### src/rtl/frame_pkg.sv
`default_nettype none
// ============================================================================
// frame_pkg : state encoding, CRC-16 constants and step function shared by
//             the reply frame generator and the command-decoder CRC check
// Rev 1.0
// ============================================================================
package frame_pkg;

   typedef enum logic [2:0] {
      S_IDLE  = 3'd0,
      S_LEAD  = 3'd1,
      S_HDR   = 3'd2,
      S_PAY   = 3'd3,
      S_HND   = 3'd4,
      S_CRC   = 3'd5,
      S_DUMMY = 3'd6,
      S_DONE  = 3'd7
   } frm_state_t;

   localparam logic [15:0] CRC16_POLY   = 16'h1021;
   localparam logic [15:0] CRC16_PRESET = 16'hFFFF;

   localparam int LEAD_SHORT_DEF = 10;
   localparam int LEAD_LONG_DEF  = 34;

   // One MSB-first shift of x^16+x^12+x^5+1
   function automatic logic [15:0] crc16_step(input logic [15:0] crc, input logic din);
      logic fb;
      fb = crc[15] ^ din;
      return {crc[14:0], 1'b0} ^ (fb ? CRC16_POLY : 16'h0000);
   endfunction

endpackage
`default_nettype wire

### src/rtl/crc16_ser.sv
`default_nettype none
// ============================================================================
// crc16_ser : bit-serial CRC-16 register (init / enable / bit in / state out)
// Rev 1.0
// ============================================================================
module crc16_ser
   import frame_pkg::*;
(
   input  logic        clk_i,
   input  logic        rst_i,
   input  logic        init_i,
   input  logic        en_i,
   input  logic        bit_i,
   output logic [15:0] crc_o
);

   logic [15:0] crc_q;

   always_ff @(posedge clk_i or posedge rst_i) begin
      if (rst_i) begin
         crc_q <= 16'h0000;
      end else if (init_i) begin
         crc_q <= CRC16_PRESET;
      end else if (en_i) begin
         crc_q <= crc16_step(crc_q, bit_i);
      end
   end

   assign crc_o = crc_q;

endmodule
`default_nettype wire

### src/rtl/reply_frame_gen.sv
`default_nettype none
// ============================================================================
// reply_frame_gen : bit-serial tag reply framer (lead, header, payload,
//                   optional handle via HANDLE_APPEND_EN, CRC-16, dummy bit)
// Rev 1.0
// ============================================================================
module reply_frame_gen #(
   parameter int LEAD_SHORT = frame_pkg::LEAD_SHORT_DEF,
   parameter int LEAD_LONG  = frame_pkg::LEAD_LONG_DEF,
   parameter int WCNT_W     = 8
) (
   input  logic              clk_frm,
   input  logic              rst_for_new_package,
   input  logic              st_enc,
   input  logic              trext,
   input  logic              header_en,
   input  logic              crc_en,
   input  logic [WCNT_W-1:0] word_cnt,
   output logic              rd_req,
   input  logic [15:0]       rd_data,
   input  logic              rd_valid,
   input  logic [15:0]       handle,
   output logic              send_data,
   output logic              fg_complete,
   output logic              fg_busy,
   output logic              err_underrun
);
   import frame_pkg::*;

   // The FSM runs one cycle ahead of the registered send_data, so LEAD itself
   // lasts one cycle less than the visible lead window.
   localparam logic [5:0] LEAD_END_S = 6'(LEAD_SHORT - 2);
   localparam logic [5:0] LEAD_END_L = 6'(LEAD_LONG - 2);

   frm_state_t        state_q, state_d;
   logic              st_q, st_prev_q;
   logic [5:0]        lead_end_q, lead_end_d;
   logic              hdr_q, hdr_d, crc_en_q, crc_en_d;
   logic [WCNT_W-1:0] wrem_q, wrem_d;
   logic [5:0]        cnt_q, cnt_d;
   logic [15:0]       sh_q, sh_d, buf_q, buf_d;
   logic              buf_vld_q, buf_vld_d, pend_q, pend_d;
   logic              send_q, send_d, busy_q, busy_d, cmp_q, cmp_d;
   logic              req_q, req_d, err_q, err_d;
   logic              w_start, w_acc, w_have, w_go_pay;
   logic [15:0]       w_word, w_crc;
   logic              w_crc_init, w_crc_en, w_crc_bit;
   frm_state_t        w_after_pay;
`ifdef HANDLE_APPEND_EN
   logic [15:0]       hnd_q, hnd_d;
`else
   logic              w_unused_handle;
   assign w_unused_handle = ^handle;
`endif

   assign w_start = st_q & ~st_prev_q;
   assign w_acc   = rd_valid & pend_q;
   assign w_have  = buf_vld_q | w_acc;
   assign w_word  = buf_vld_q ? buf_q : rd_data;

   always_comb begin
`ifdef HANDLE_APPEND_EN
      w_after_pay = S_HND;
`else
      w_after_pay = crc_en_q ? S_CRC : S_DUMMY;
`endif
   end

   always_comb begin
      state_d    = state_q;
      lead_end_d = lead_end_q;
      hdr_d      = hdr_q;
      crc_en_d   = crc_en_q;
      wrem_d     = wrem_q;
      cnt_d      = cnt_q;
      sh_d       = sh_q;
      buf_d      = buf_q;
      buf_vld_d  = buf_vld_q;
      pend_d     = pend_q;
      send_d     = 1'b0;
      busy_d     = busy_q;
      cmp_d      = cmp_q;
      req_d      = 1'b0;
      err_d      = err_q;
      w_go_pay   = 1'b0;
      w_crc_init = 1'b0;
      w_crc_en   = 1'b0;
      w_crc_bit  = 1'b0;
`ifdef HANDLE_APPEND_EN
      hnd_d      = hnd_q;
`endif
      // Single-word prefetch buffer; stray rd_valid without a request is dropped
      if (w_acc) begin
         buf_d     = rd_data;
         buf_vld_d = 1'b1;
         pend_d    = 1'b0;
      end

      case (state_q)
         S_IDLE: begin
            if (w_start) begin
               state_d    = S_LEAD;
               cnt_d      = 6'd0;
               lead_end_d = trext ? LEAD_END_L : LEAD_END_S;
               hdr_d      = header_en;
               crc_en_d   = crc_en;
               wrem_d     = word_cnt;
               busy_d     = 1'b1;
               buf_vld_d  = 1'b0;
               w_crc_init = 1'b1;
`ifdef HANDLE_APPEND_EN
               hnd_d      = handle;
`endif
               if (word_cnt != '0) begin
                  req_d  = 1'b1;
                  pend_d = 1'b1;
               end
            end
         end
         S_LEAD: begin
            cnt_d = cnt_q + 6'd1;
            if (cnt_q == lead_end_q) begin
               cnt_d = 6'd0;
               if (hdr_q)              state_d  = S_HDR;
               else if (wrem_q != '0)  w_go_pay = 1'b1;
               else                    state_d  = w_after_pay;
            end
         end
         S_HDR: begin
            w_crc_en = 1'b1;
            cnt_d    = 6'd0;
            if (wrem_q != '0) w_go_pay = 1'b1;
            else              state_d  = w_after_pay;
         end
         S_PAY: begin
            send_d    = sh_q[15];
            w_crc_en  = 1'b1;
            w_crc_bit = sh_q[15];
            sh_d      = {sh_q[14:0], 1'b0};
            cnt_d     = cnt_q + 6'd1;
            if (cnt_q[3:0] == 4'd0 && wrem_q != '0) begin
               req_d  = 1'b1;
               pend_d = 1'b1;
            end
            if (cnt_q[3:0] == 4'd15) begin
               cnt_d = 6'd0;
               if (wrem_q == '0) state_d  = w_after_pay;
               else              w_go_pay = 1'b1;
            end
         end
`ifdef HANDLE_APPEND_EN
         S_HND: begin
            send_d    = hnd_q[15];
            w_crc_en  = 1'b1;
            w_crc_bit = hnd_q[15];
            hnd_d     = {hnd_q[14:0], 1'b0};
            cnt_d     = cnt_q + 6'd1;
            if (cnt_q[3:0] == 4'd15) begin
               cnt_d   = 6'd0;
               state_d = crc_en_q ? S_CRC : S_DUMMY;
            end
         end
`endif
         S_CRC: begin
            send_d = ~w_crc[4'd15 - cnt_q[3:0]];
            cnt_d  = cnt_q + 6'd1;
            if (cnt_q[3:0] == 4'd15) begin
               cnt_d   = 6'd0;
               state_d = S_DUMMY;
            end
         end
         S_DUMMY: begin
            send_d  = 1'b1;
            state_d = S_DONE;
         end
         S_DONE: begin
            busy_d = 1'b0;
            cmp_d  = 1'b1;
         end
         default: state_d = S_IDLE;
      endcase

      // Next payload word must already be in hand; otherwise abandon payload and CRC
      if (w_go_pay) begin
         if (w_have) begin
            state_d   = S_PAY;
            sh_d      = w_word;
            buf_vld_d = 1'b0;
            wrem_d    = wrem_q - WCNT_W'(1);
         end else begin
            state_d = S_DUMMY;
            err_d   = 1'b1;
         end
      end
   end

   always_ff @(posedge clk_frm or posedge rst_for_new_package) begin
      if (rst_for_new_package) begin
         state_q    <= S_IDLE;
         st_q       <= 1'b0;
         st_prev_q  <= 1'b0;
         lead_end_q <= 6'd0;
         hdr_q      <= 1'b0;
         crc_en_q   <= 1'b0;
         wrem_q     <= '0;
         cnt_q      <= 6'd0;
         sh_q       <= 16'h0000;
         buf_q      <= 16'h0000;
         buf_vld_q  <= 1'b0;
         pend_q     <= 1'b0;
         send_q     <= 1'b0;
         busy_q     <= 1'b0;
         cmp_q      <= 1'b0;
         req_q      <= 1'b0;
         err_q      <= 1'b0;
`ifdef HANDLE_APPEND_EN
         hnd_q      <= 16'h0000;
`endif
      end else begin
         state_q    <= state_d;
         st_q       <= st_enc;
         st_prev_q  <= st_q;
         lead_end_q <= lead_end_d;
         hdr_q      <= hdr_d;
         crc_en_q   <= crc_en_d;
         wrem_q     <= wrem_d;
         cnt_q      <= cnt_d;
         sh_q       <= sh_d;
         buf_q      <= buf_d;
         buf_vld_q  <= buf_vld_d;
         pend_q     <= pend_d;
         send_q     <= send_d;
         busy_q     <= busy_d;
         cmp_q      <= cmp_d;
         req_q      <= req_d;
         err_q      <= err_d;
`ifdef HANDLE_APPEND_EN
         hnd_q      <= hnd_d;
`endif
      end
   end

   crc16_ser u_crc (
      .clk_i  (clk_frm),
      .rst_i  (rst_for_new_package),
      .init_i (w_crc_init),
      .en_i   (w_crc_en),
      .bit_i  (w_crc_bit),
      .crc_o  (w_crc)
   );

   assign send_data    = send_q;
   assign fg_busy      = busy_q;
   assign fg_complete  = cmp_q;
   assign rd_req       = req_q;
   assign err_underrun = err_q;

endmodule
`default_nettype wire
### config.mk
export PLATFORM = sky130hd
export DESIGN_NAME = reply_frame_gen
export DESIGN_NICKNAME = d
export VERILOG_FILES = /design/src/rtl/frame_pkg.sv /design/src/rtl/crc16_ser.sv /design/src/rtl/reply_frame_gen.sv
export SDC_FILE = /design/constraint.sdc
export NUM_CORES = 1
export LEC_CHECK = 0
export CELL_PAD_IN_SITES_DETAIL_PLACEMENT = 1
export CELL_PAD_IN_SITES_GLOBAL_PLACEMENT = 2
export CORE_ASPECT_RATIO = 0.7
export CORE_MARGIN = 5
export CORE_UTILIZATION = 41
export CTS_BUF_LIST = sky130_fd_sc_hd__clkbuf_2 sky130_fd_sc_hd__clkbuf_4 sky130_fd_sc_hd__clkbuf_8
export CTS_CLUSTER_SIZE = 28
export DETAILED_ROUTE_END_ITERATION = 10
export DONT_BUFFER_PORTS = 1
export GPL_TIMING_DRIVEN = 0
export PLACE_DENSITY = 0.78
export SLEW_MARGIN = 20
export SYNTH_ARGS = -nofsm -noshare
export SYNTH_HDL_FRONTEND = slang
export SYNTH_HIERARCHICAL = 1
export SYNTH_SLANG_ARGS = --single-unit
### constraint.sdc
create_clock -name clk_frm -period 3.12 [get_ports clk_frm]
set_input_delay 0.468 -clock clk_frm [delete_from_list [all_inputs] [get_ports clk_frm]]
set_output_delay 0.468 -clock clk_frm [all_outputs]
set_load 0.01 [all_outputs]
==> reports/qor.yml <==
run_status:
  outcome: "complete, no violations"
placement:
  hpwl_mm: 9.54
  numPortBuffers: 0
  place_congestion: 0.869
yosys:
  yosys_warnings: 6
  netlist_instances: 431
  yosys.area.top_type_share: 0.437
  synth_edf_count: 0
  synth_largest_area_cell: "dfrtp_1"
  synth_area_leaders: "dfrtp_1 44%, mux2_2 4.3%, o221a_2 4.0%, mux2i_1 3.8%, a211o_1 3.3%"
  avgSynthCellArea_um2: 10.4
  synth_flop_cell: "dfrtp_1"
  syn-cell-area_um2: 4460
  synth_cell_types: 59
  seq_area_frac_synth: 0.437
  ys_async_sr_fraction: 1.00
  syn-num-nets: 482
  synth-seq-cells: 78
route:
  vias: 3635
  drc: 0
  drt_wl_total_mm: 13.1
  via_per_inst: 6.09
  first_pass_iters: 4
  antenna_left: 0
  wl_per_cell_um: 22.0
  drtIter0Drc: 232
critical_path:
  cp_max_fo: 10
  criticalPathCategory: "register to register"
  cp.required_ps: 3370
  cp.arrival_ps: 3030
  critPathCaptureType: "register"
  cp-start-kind: "register"
cts:
  cts_made_buffers: 9
  cts_root_buf: "clkbuf_8"
  clk_pin_slew_ps: 80
  clock-sinks: 78
  cts_setup_buffers: 0
  clk_latency_ps: 360
  clockBufferDepth: 2
  cts_tree: "yes"
  cts_htree_levels: 3
sta:
  final_min_period_over_clock_period: 0.891
  clock_skew_ps: 13.4
  report.final.slew_viol_count: 0
  setup_viol: 0
  fmax_mhz: 360
  max_slew_margin: 0.488
  setup_tns_ps: 0
  grt_setup_unrepaired: "false"
  post-route-min-period_ps: 2780
  tightest_slew_ps: 760
  hold_violations: 0
global_route:
  grt_pass1_vias: 3849
  grt.overflow.total: 0
  grt.total_usage: 0.208
  met2_usage: 0.285
  grt_pass1_wl_mm: 21.4
  antenna_found_initial: 0
  grt_max_degree: 47
  grt_use_met3: 0.0600
  grt.met1_usage: 0.315
  busiest_layer: "met1"
hold_path:
  min_path_type: "input pin to async pin"
floorplanning:
  die_w_um: 135
  start_util: 0.425
  dieArea_um2: 13100
  ios: 52
  die_height_um: 97.3
  rows: 31
  core_um2: 10500
final_layout:
  fillCellCount: 1168
  nNetsFinal: 495
  diodes: 0
  drive_gt1_frac: 0.198
  synthToLayoutAreaGrowth_pct: 10.5
  utilization: 0.469
pwr:
  intPower_uw: 1550
  p_comb_frac: 0.022
  power.density_nw_per_um2: 399
  switching_share: 0.212
  peakVddDrop_v: 0.000223
  power_switching_uw: 416
  power.leakage_uw: 0.00228
  pwr-share-seq: 0.518
  clkPwrFrac: 0.459
run:
  drv_cap: 0
==> power by group through the flow <==
stage | logic, µW | clock network, µW | registers (µW)
4_1_cts | 46.1 | 928 | 1020
3_3_place_gp | 39.3 | 0 | 1040
6_report | 44.2 | 903 | 1020
5_1_grt | 50.8 | 979 | 1020
3_5_place_dp | 44.7 | 0 | 1040
2_1_floorplan | 28.4 | 0 | 1040
==> final timing paths <==
path / to / startpoint / cells past startpoint / slack [ps]
hold / removal: u_crc/crc_o[3] / rst_for_new_package / 1 / 70
setup / recovery: sh_q[6] / cnt_q[0] / 9 / 340
setup reg to reg: sh_q[6] / cnt_q[0] / 9 / 340
min in group clk_frm: st_q / st_enc / 0 / 140
hold reg to reg: st_prev_q / st_q / 0 / 380
max in group asynchronous: state_q[1] / rst_for_new_package / 3 / 2060
==> cell type report <==
type	instances	area, µm²	area share
tap	148	185	0.0376
timing repair buffer	2	37.5	0.00761
clock inverter	3	65.1	0.0132
sequential	78	1950	0.396
clock buffer	13	173	0.0350
buffer	35	189	0.0383
multi-input combinational	298	2250	0.457
inverter	20	77.6	0.0157
==> synth_stat cells, types with 7 or more instances <==
library cell and instances:
clkbuf_1 13, a31oi_1 7, a21oi_1 12, o21ai_0 26, dfrtp_1 78, a211o_1 17, nor2b_1 19, nand2_1 23
nor2_1 31, o22ai_1 9, o221a_2 16, mux2_2 17, buf_2 12, mux2i_1 17, a32oi_1 15, nor3_1 7
inv_1 19
==> cell families (layout without fill, tap and decap cells) <==
family	after synthesis	count (layout)	share of synthesized area
buf+inv	55	73	0.0589
mux	39	39	0.106
simple gates	118	118	0.140
compound gates	131	131	0.228
fa+ha+maj	5	5	0.0135
xor+xnor	5	5	0.0165
flops	78	78	0.437
==> what timing repair did <==
action                                  CTS  global route
gates resized for setup                   0             3
hold buffers                              1             0
endpoints found under the setup margin    0            11
hold endpoints to repair                 16             0
==> placed cells by master, fill, tap and decap left out, types with 5 or more instances in the layout <==
cell type / instances
dfrtp_1: 78
nor2_1: 30
o21ai_0: 26
nand2_1: 23
nor2b_1: 19
inv_1: 18
mux2_2: 17
mux2i_1: 17
a211o_1: 17
o221a_2: 16
a32oi_1: 15
buf_2: 12
clkbuf_1: 12
a21oi_1: 12
clkbuf_8: 12
o22ai_1: 9
nor3_1: 7
a31oi_1: 7
nand3_1: 6
buf_4: 5
nand2b_1: 5
mux4_2: 5
==> per-stage QoR <==
stage / total power (µW) / instances / hold WS (ps) / setup slack (ps) / instance area [µm²]
floorplan: 1070 / 431 / 347 / 935 / 4460
global placement: 1080 / 579 / 363 / 204 / 4650
detailed placement: 1080 / 580 / 306 / 212 / 4680
CTS: 1990 / 597 / 81.2 / 200 / 4930
global route: 2050 / 597 / 88.2 / 68.8 / 4930
finish: 1970 / 597 / 70.7 / 341 / 4930
==> registers in the layout (all words and copies together), names as in the netlist <==
register	count
st_prev_q	1
state_q	3
crc_en_q	1
sh_q	16
cnt_q	6
err_underrun	1
wrem_q	8
lead_end_q	2
u_crc/crc_o	16
pend_q	1
fg_busy	1
buf_vld_q	1
fg_complete	1
st_q	1
hdr_q	1
rd_req	1
send_data	1
buf_q	16
==> metal layers <==
layer	vias to the layer above	wire [µm]
met5	-	0
met4	0	132
met3	13	613
met2	85	5620
met1	1893	6770
li1	1644	-
==> worst max-delay path: stages (launching register included) <==
cell      delay (ps)
dfrtp_1          350
clkbuf_1         400
inv_1            150
ha_1             250
nor3b_1          160
and3_1           260
a31oi_2          490
clkbuf_2         320
o21ai_0          150
o221a_2          140
No activity file was read; power rests on OpenSTA's default activity.
